## config.mk

```make
export PLATFORM = sky130hd
export DESIGN_NAME = csr_regfile
export DESIGN_NICKNAME = d
export VERILOG_FILES = /design/src/rtl/csr_regfile.sv
export SDC_FILE = /design/constraint.sdc
export NUM_CORES = 1
export LEC_CHECK = 0
export BUFFER_PORTS_ARGS = -buffer_cell sky130_fd_sc_hd__buf_2
export CAP_MARGIN = 20
export CORE_MARGIN = 2
export CORE_UTILIZATION = 25
export DETAILED_ROUTE_END_ITERATION = 10
export GPL_ROUTABILITY_DRIVEN = 1
export GPL_TIMING_DRIVEN = 0
export SLEW_MARGIN = 20
export SYNTH_ARGS = -nofsm -noshare
export SYNTH_HDL_FRONTEND = slang
export SYNTH_SLANG_ARGS = --single-unit
```

## constraint.sdc

```tcl
create_clock -name clk -period 2.5 [get_ports clk]
set_clock_uncertainty 0.2 [all_clocks]
set_input_delay 0.375 -clock clk [delete_from_list [all_inputs] [get_ports clk]]
set_output_delay 0.375 -clock clk [all_outputs]
set_load 0.005 [all_outputs]
```

## src/rtl/csr_regfile.sv

```systemverilog
// Machine-mode CSR storage (mcause, mstatus, mepc, mtvec) with WARL write masking,
// plus free-running mcycle/minstret counters.
module csr_regfile #(
    parameter int ADDR_WIDTH = 2,
    parameter int DATA_WIDTH = 64
) (
    input  logic                  clk,
    input  logic                  rst_n,
    input  logic [ADDR_WIDTH-1:0] csrf_raddr,
    output logic [DATA_WIDTH-1:0] csrf_rdata,
    input  logic [ADDR_WIDTH-1:0] csrf_waddr,
    input  logic [DATA_WIDTH-1:0] csrf_wdata,
    input  logic                  csrf_wen,
    input  logic                  instr_retire,
    output logic [DATA_WIDTH-1:0] mtvec_o,
    output logic [DATA_WIDTH-1:0] mepc_o,
    output logic                  mie_o,
    output logic [63:0]           cycle_o,
    output logic [63:0]           instret_o
);

    typedef enum logic [1:0] {
        CSR_MCAUSE  = 2'd0,
        CSR_MSTATUS = 2'd1,
        CSR_MEPC    = 2'd2,
        CSR_MTVEC   = 2'd3
    } csr_idx_e;

    // UXL = SXL = 2 (64-bit), every other unimplemented field reads zero.
    localparam logic [63:0] MSTATUS_FIXED = 64'h0000_000A_0000_0000;

    logic [63:0] mcause_q,  mcause_d;
    logic [63:2] mepc_q,    mepc_d;
    logic [63:2] mtvec_q,   mtvec_d;
    logic        mie_q,     mie_d;
    logic        mpie_q,    mpie_d;
    logic [1:0]  mpp_q,     mpp_d;
    logic [63:0] cycle_q,   cycle_d;
    logic [63:0] instret_q, instret_d;

    logic [63:0] mstatus_rd;

    assign mstatus_rd = MSTATUS_FIXED
                      | {51'd0, mpp_q, 11'd0}
                      | {56'd0, mpie_q, 7'd0}
                      | {60'd0, mie_q, 3'd0};

    always_comb begin
        mcause_d  = mcause_q;
        mepc_d    = mepc_q;
        mtvec_d   = mtvec_q;
        mie_d     = mie_q;
        mpie_d    = mpie_q;
        mpp_d     = mpp_q;
        cycle_d   = cycle_q + 64'd1;
        instret_d = instret_q + {63'd0, instr_retire};
        if (csrf_wen) begin
            case (csr_idx_e'(csrf_waddr))
                CSR_MCAUSE:  mcause_d = csrf_wdata;
                CSR_MSTATUS: begin
                    mie_d  = csrf_wdata[3];
                    mpie_d = csrf_wdata[7];
                    mpp_d  = csrf_wdata[12:11];
                end
                CSR_MEPC:    mepc_d  = csrf_wdata[63:2];
                CSR_MTVEC:   mtvec_d = csrf_wdata[63:2];
                default:     ;
            endcase
        end
    end

    // NOTE: state updates use non-blocking assignments so every register samples
    // the pre-edge values; reset is checked first so it discards a concurrent write.
    always_ff @(posedge clk) begin
        if (!rst_n) begin
            mcause_q  <= '0;
            mepc_q    <= '0;
            mtvec_q   <= '0;
            mie_q     <= 1'b0;
            mpie_q    <= 1'b0;
            mpp_q     <= 2'b11;
            cycle_q   <= '0;
            instret_q <= '0;
        end else begin
            mcause_q  <= mcause_d;
            mepc_q    <= mepc_d;
            mtvec_q   <= mtvec_d;
            mie_q     <= mie_d;
            mpie_q    <= mpie_d;
            mpp_q     <= mpp_d;
            cycle_q   <= cycle_d;
            instret_q <= instret_d;
        end
    end

    // Read path comes only from stored state: csrrs feeds rdata back into wdata.
    always_comb begin
        csrf_rdata = '0;
        case (csr_idx_e'(csrf_raddr))
            CSR_MCAUSE:  csrf_rdata = mcause_q;
            CSR_MSTATUS: csrf_rdata = mstatus_rd;
            CSR_MEPC:    csrf_rdata = {mepc_q, 2'b00};
            CSR_MTVEC:   csrf_rdata = {mtvec_q, 2'b00};
            default:     csrf_rdata = '0;
        endcase
    end

    assign mtvec_o   = {mtvec_q, 2'b00};
    assign mepc_o    = {mepc_q, 2'b00};
    assign mie_o     = mie_q;
    assign cycle_o   = cycle_q;
    assign instret_o = instret_q;

endmodule

```

=== Yosys cells after proc, flatten, opt, wreduce, memory -nomap -nowiden ===
Cells that the tools add are included.

* Bits of input ports: 72
* Word-level logic and storage cells: 25
* Output and inout bits: 321
* Register bits: 320

* Reductions and logical operators: 6
* Bitwise logic cells: 2
* Add/subtract/negate cells: 2
* Mux-type cells: 1
* Equal/unequal tests: 6

{| class="wikitable"
|+ Operators by type and width
! cell !! count
|-
| $pmux 64 s4 || 1
|-
| $add 64x1->64 || 1
|-
| $add 64x1->64 const B || 1
|-
| $or 36x4->36 || 1
|-
| $or 36x8->36 || 1
|-
| $eq 2x2->1 const B || 4
|-
| $reduce_and 2->1 || 4
|-
| $eq 2x1->1 const B || 2
|-
| $logic_not 2->1 || 2
|}

=== Longest topological paths before layout ===
Gate-level depths: netlist (run 1).

* Depth in word-level cells: 3
* Gate-level depth with buffers: 7
* Depth with buffers taken out: 7

=== Least setup slack after synthesis (run 1) ===
No wires, ideal clock.

* Kind: flip-flop to flip-flop
* From: reg cycle_q[0] (netlist: cycle_o[0])
* To: reg cycle_q[38] (netlist: cycle_o[38])
* Arrival: 2404 ps
* Slack: -174 ps
* Path buffers: 1
* Cell stages (with the launch flop): 8
* Period minus slack after synthesis: 2674 ps
* Setup time: 70 ps
* Path through: dfxtp_1 ha_1 nand4_1 or4_4 or4_4 buf_6 or3_1 a21oi_1

* Longest elaborated chain between the ends: 1

{| class="wikitable"
|+ Ends and longest elaborated chain
! item !! line !! RTL
|-
| from (decl) || 38 || <nowiki>logic [63:0] cycle_q, cycle_d;</nowiki>
|-
| from (signal assigned) || 91 || <nowiki>cycle_q <= cycle_d;</nowiki>
|-
| $add 64x1->64 || 55 || <nowiki>cycle_d = cycle_q + 64'd1;</nowiki>
|}

No other way between the ends.
A chain may end at the register's enable or synchronous reset.

=== Worst setup path in the final report (run 1) ===
* From: reg cycle_q[23] (netlist: cycle_o[23])
* To: reg cycle_q[38] (netlist: cycle_o[38])

The elaborated chain is that of the path after synthesis.

==> results of run 1 <==
power by group:
part	leakage, uW	internal, uW	switching (uW)
Clock	0.000620	3340	2290
Combinational	0.00452	349	585
Sequential	0.00262	5190	85.2
Total	0.00777	8880	2960
worst register-to-register path, stage by stage (launching register included):
cell and delay, ps:
dfxtp_1 460, nand4_1 130, or4_4 540, or4_4 560, buf_8 170, or3_4 370, a21oi_2 120
worst max path at each step:
stage	end	slack, ps	startpoint	depth (start not counted)
6_report	cycle_o[38]	-120	cycle_o[23]	6
5_1_grt	cycle_o[54]	-160	cycle_o[1]	7
4_1_cts	cycle_o[38]	-140	cycle_o[1]	7
3_5_place_dp	csrf_rdata[23]	-1390	csrf_raddr[0]	7
3_3_place_gp	csrf_rdata[29]	-1520	csrf_raddr[0]	7
2_1_floorplan	instret_o[62]	2	instret_o[12]	6
state kept, by name, summed over array words and instances, names as in the netlist:
name and flops:
instret_o 64, cycle_o 64, mie_o 1, mpie_q 1
mtvec_q 62, mpp_q 2, mcause_q 64, mepc_q 62
cells by family (layout without fill, tap and decap cells):
kind of cell | after synthesis | in the layout | share of synthesized area, %
and+or+nand+nor | 824 | 824 | 27.2
xor gates and xnor gates | 63 | 63 | 3.95
DFF | 320 | 320 | 45.9
AOI/OAI and AO/OA | 368 | 368 | 13.8
adders and majority gates | 4 | 4 | 0.359
buffers and inverters | 129 | 681 | 3.65
muxes | 66 | 66 | 5.11
other | 1 | 8 | 0.0269
cell usage in the layout (no fill, tap or decap), types with 40 or more instances in the layout:
cell / instances
mux2i_1: 60
clkbuf_16: 41
dfxtp_1: 272
nor2_1: 83
clkbuf_1: 87
o21ai_0: 86
nand3_1: 46
buf_4: 43
buf_2: 389
nand2_1: 487
dlygate4sd3_1: 67
a21oi_1: 246
nand4_1: 40
layer usage:
layer,up-vias,GRT usage [%]
met3,129,5.27
met5,-,0
li1,7173,-
met4,6,8.30
met1,7218,23.4
met2,658,32.8
through the flow:
step | cell area (sq um) | util [%] | TNS (ps)
2_1_floorplan | 14000 | - | 0
3_3_place_gp | 16900 | 30.6 | -101860
3_5_place_dp | 16900 | 30.6 | -74560
4_1_cts | 19300 | 34.9 | -806
5_1_grt | 19400 | 35.2 | -2140
6_report | 19400 | 35.2 | -633
repair_timing:
item / 4_1_cts / 5_1_grt
endpoints found under the hold margin: 193 / 0
pin swaps: 13 / 11
buffers inserted: 23 / 12
resized for setup: 103 / 45
cloned: 1 / 0
hold buffers: 67 / 0
setup endpoints to repair: 102 / 41
final cells by class:
cell class                      instances  area, sq um  share of cell area [%]
Antenna cell                            4         10.0                  0.0515
Buffer                                111          519                    2.67
Clock buffer                           58         1170                    6.01
Clock inverter                         11         92.6                   0.476
Inverter                               12         45.0                   0.232
Multi-Input combinational cell       1329         7250                    37.3
Sequential cell                       320         6530                    33.6
Tap cell                              748          936                    4.81
Timing Repair Buffer                  489         2900                    14.9
==> summary.txt, run 1 <==
Hold path
  – Hold EP: instret_o[37]
  – Hold depth: 2
  – Hold crit path type: in2reg
  – HP Start: rst_n

Worst setup path
  – Buf/Inv on CP: 1
  – CP dominant cell by count: or4_4
  – Reg2reg path depth: 6
  – CP max FO: 6
  – Critical path, cell by cell: nand4_1 > or4_4 > or4_4 > buf_8 > or3_4 > a21oi_2
  – CP arrival: 2890 ps
  – CP endpoint kind: register
  – R2R Setup Slk: -120 ps
  – Max incr delay on CP: 560 ps
  – R2R Path Start: cycle_o[23]
  – Worst path required time: 2770 ps
  – RR Endpoint: cycle_o[38]
  – Critical Path Source Type: register
  – Crit-path leading delay family: simple AND/OR/NAND/NOR gates
  – Slowest-stage cell, CP: or4_4
  – CP Class: reg2reg

Logic synthesis
  – Cells after synthesis: 1775
  – FF+latch count, synth: 320
  – Async SR Flop Fraction: 0%
  – Ranking of synthesized cells by area: dfxtp_1, nand2_1, a21oi_1
  – Most instantiated cells after synthesis: nand2_1, dfxtp_1, a21oi_1
  – Post-Syn Area: 0.0140 sq mm
  – Seq/Total Area, Yosys: 45.9%
  – Cell variety after synth: 46
  – Top_reg_cell synth: dfxtp_1
  – Synth warn: 0
  – Most common cell in the netlist: nand2_1
  – Syn avg cell area: 7.86 sq um
  – Biggest area consumer among synthesized cells: dfxtp_1
  – Post-synth top area share: 45.9%
  – Post-synth EDFFs: 0

Clock tree
  – TritonCTS clock tree: built
  – Clock tree buffer depth: 3
  – Htree depth: 2
  – Clock transition at path regs: 60 ps
  – CTS buffer count: 39
  – Num Clock Sinks: 320
  – Root Buffer: clkbuf_16
  – Clk_lat worst skew: 550 ps

STA
  – Final hold vios: 0
  – Final setup violation count: 9
  – Worst setup margin: -116 ps
  – Worst slew margin relative to its limit: 35.9%
  – Tmin final: 2620 ps
  – Worst Tran Pin Value: 962 ps
  – Peak Freq: 382 MHz
  – RSZ-0062 raised after global routing: true
  – Final Max Slew Viols: 0
  – Fin Hold WS: 59.7 ps
  – Final period util: 105%

Route
  – M1 WL: 23.9 mm
  – DR vias: 15184
  – Met3 wire length: 5.06 mm
  – Routed met2 length: 27.7 mm
  – Initial DRC Count: 951
  – Detailed Routing Iterations Pass 1: 5
  – Drc violations: 0
  – Final WL: 59.0 mm
  – Post-route ant nets: 0
  – Drt wl/cell: 19.1 microns
  – Top Layer Used: met5
  – Post-DR vias/cell: 4.93

Run status
  – Violated checks: setup timing
  – Status: finished, violations left

Run
  – Max Cap Viol: 0

Floorplan
  – Core area: 0.0552 sq mm
  – Starting Density: 25.3%
  – Die area: 0.0577 sq mm
  – # rows: 86
  – Die height: 240 microns
  – Horiz. Die Dim: 240 microns
  – Top-Level Pins: 393

Power and ir drop
  – Leak: 0.00777 uW
  – Power per cell area: 609 mW/mm^2
  – Total Power: 11800 uW
  – Worst IR Drop VDD: 0.427 mV

GRT
  – Gr ovfl total: 0
  – Largest net degree at the start of global routing: 13
  – First-pass GRT wire length: 86.0 mm
  – Vias in the first global route: 14266
  – Initial antenna violation count: 7
  – Total GRT Usage: 19.5%

Placed design
  – Inst Count DP: 2912
  – RePlAce Congestion: 0.877
  – IO buf count: 386
  – DP HPWL: 43.2 mm
  – Worst slack, placed: -1390 ps

Final layout
  – Layout cell share with drive strength beyond 1: 26.3%
  – Filler Cells Inserted: 5740
  – Final #Nets: 2378
  – Final std cells w/o fill: 3082
  – Synth-to-Final Area Change: 39.3%
No activity file was read; power rests on OpenSTA's default activity.
==> inputs of run 2 (changes only) <==
Settings changed: CORE_UTILIZATION 25 to 23.
Clock period 2.5 ns to 2.3 ns, I/O delays scaled along.
==> summary.txt, run 2 (same netlist as run 1, synthesis figures left out) <==
Run status
  – Status: finished, violations left
  – Violated checks: setup timing

GRT
  – Total GRT Usage: 19.2% (-0.37 points)
  – Largest net degree at the start of global routing: 12 (-1)
  – Met2 usage: 31.9% (-0.91 points)
  – Initial antenna violation count: 5 (-2)
  – Met3 Use GR: 5.51% (+0.24 points)
  – First-pass GRT wire length: 91.1 mm (+5.9%)
  – Met1 GRT Util: 23.5% (+0.11 points)
  – Vias in the first global route: 14247 (-0.13%)
  – Gr ovfl total: 0 (unchanged)
  – Top Usage Layer GRT: met2

Route
  – Drt wl/cell: 19.7 microns (+2.8%)
  – DR vias: 15234 (+0.33%)
  – Post-DR vias/cell: 4.80 (-2.6%)
  – Detailed Routing Iterations Pass 1: 8 (+3)
  – Drc violations: 0 (unchanged)
  – Post-route ant nets: 0 (unchanged)
  – Final WL: 62.5 mm (+6.0%)
  – Initial DRC Count: 812 (-15%)

Final layout
  – Final Cell Area: 0.0205 sq mm (+5.2%)
  – Layout cell share with drive strength beyond 1: 30.9% (+4.6 points)
  – Fin util: 34.0% (-1.2 points)
  – Commonest cells after routing, fill and taps aside: nand2_1, buf_2, dfxtp_1, a21oi_1, clkbuf_1
  – Most common cell after layout, fill and taps aside: nand2_1
  – Final #Nets: 2438 (+2.5%)
  – Synth-to-Final Area Change: 46.5%

Power and ir drop
  – Worst IR Drop VDD: 0.441 mV (+3.3%)
  – Leak: 0.00828 uW (+6.6%)
  – Total Power: 13100 uW (+11%)
  – Power per cell area: 640 mW/mm^2 (+5.1%)

Clock tree
  – Clk_lat worst skew: 560 ps (about the same)
  – Htree depth: 2 (unchanged)
  – Num Clock Sinks: 320 (unchanged)
  – Root Buffer: clkbuf_16
  – Clock transition at path regs: 50 ps (about the same)
  – Clock tree buffer depth: 3 (unchanged)
  – TritonCTS clock tree: built
  – CTS buffer count: 41 (+5.1%)

STA
  – Final period util: 114% (+9.4 points)
  – Total negative slack: -2740 ps (-2100 ps)
  – Worst setup margin: -323 ps (-207 ps)
  – RSZ-0062 raised after global routing: true
  – Peak Freq: 381 MHz (-0.25%)
  – Worst slew margin relative to its limit: 33.4% (-2.5 points)
  – Final hold vios: 0 (unchanged)
  – Tmin final: 2620 ps (+6.63 ps)
  – Final Max Slew Viols: 0 (unchanged)
  – Worst Tran Pin Value: 999 ps (+37.0 ps)
  – Final setup violation count: 17 (+8)
  – Fin Hold WS: 51.8 ps (-7.95 ps)

Floorplan
  – Top-Level Pins: 393 (unchanged)
  – Horiz. Die Dim: 250 microns (+4.2%)
  – Core area: 0.0601 sq mm (+8.9%)
  – # rows: 90 (+4.7%)
  – Starting Density: 23.2% (-2.1 points)
  – Die height: 250 microns (+4.2%)
  – Die area: 0.0627 sq mm (+8.5%)

Hold path
  – Hold crit path type: in2reg

Worst setup path
  – Worst path required time: 2590 ps (-180 ps)
  – Slowest-stage cell, CP: or4_4
  – Critical Path Source Type: register
  – CP Class: reg2reg
  – CP arrival: 2910 ps (+20 ps)
  – Max incr delay on CP: 590 ps (+30 ps)
  – R2R Setup Slk: -320 ps (-210 ps)
  – Critical path, cell by cell: ha_4 > nand4_1 > or4_4 > or4_4 > buf_8 > or3_4 > a21oi_2
  – CP dominant cell by count: or4_4
  – CP endpoint kind: register
  – CP max FO: 6 (unchanged)

Placed design
  – IO buf count: 386 (unchanged)
  – DP HPWL: 44.7 mm (+3.3%)
  – RePlAce Congestion: 0.839 (-4.2%)
  – Post-placement cell area: 0.0171 sq mm (+1.1%)

Run
  – Max Cap Viol: 0 (unchanged)
==> run 2: cell count changes in the layout (fill, tap and decap cells not counted), sizes merged <==
cell      previous run  this run
buf                440       503
bufbuf               1         0
clkbuf             150       153
clkinv               7         5
clkinvlp             2         3
diode                4         1
inv                 13        12
==> run 2: area by class of cell <==
type	instances	area, sq um
timing repair buffer	548	3410
inverter	12	45.0
antenna	1	2.50
clock inverter	9	81.3
clock buffer	65	1210
fill	6363	39700
buffer	110	574
multi-input combinational	1329	7610
tap	782	978
sequential	320	6540
==> run 2: where the power goes <==
| part | switching (uW) | internal [uW] |
|---|---|---|
| logic | 650 | 388 |
| registers | 92.1 | 5640 |
| clock network | 2600 | 3720 |
| total | 3340 | 9750 |
==> run 2: what timing repair did <==
item                       CTS  global route
hold endpoints to repair   193             0
cloned                       0             1
pin swaps                   22            48
setup buffers               68            26
setup endpoints to repair  122            82
gates resized for setup    106           117
hold buffers                67             0
==> run 2: worst paths after layout <==
kind,startpoint,endpoint,cells after the start
setup / recovery,cycle_o[0],cycle_o[38],7
hold / removal,rst_n,instret_o[37],2
setup reg to reg,cycle_o[0],cycle_o[38],7
hold reg to reg,mcause_q[0],mcause_q[0],2
==> run 2: per-stage QoR <==
step / worst slack (ps) / std cells
2_1_floorplan: -125 / 1778
3_3_place_gp: -1480 / 2946
3_5_place_dp: -1480 / 2946
4_1_cts: -328 / 3148
5_1_grt: -360 / 3175
6_report: -323 / 3176
==> run 2: critical path, delay by kind of cell, from the launching register on <==
family | cells | cell delay [ps]
DFF | 1 | 360
AOI/OAI and AO/OA | 1 | 110
adders and majority gates | 1 | 130
and+or+nand+nor | 4 | 1570
buffers and inverters | 1 | 180
==> run 2: per-layer routing <==
metal	wire, microns	up-vias	part of all wire (%)
li1	-	7301	-
met1	26000	7225	42
met2	29400	574	47
met3	4940	124	7.9
met4	2130	10	3.4
met5	66	-	0.11
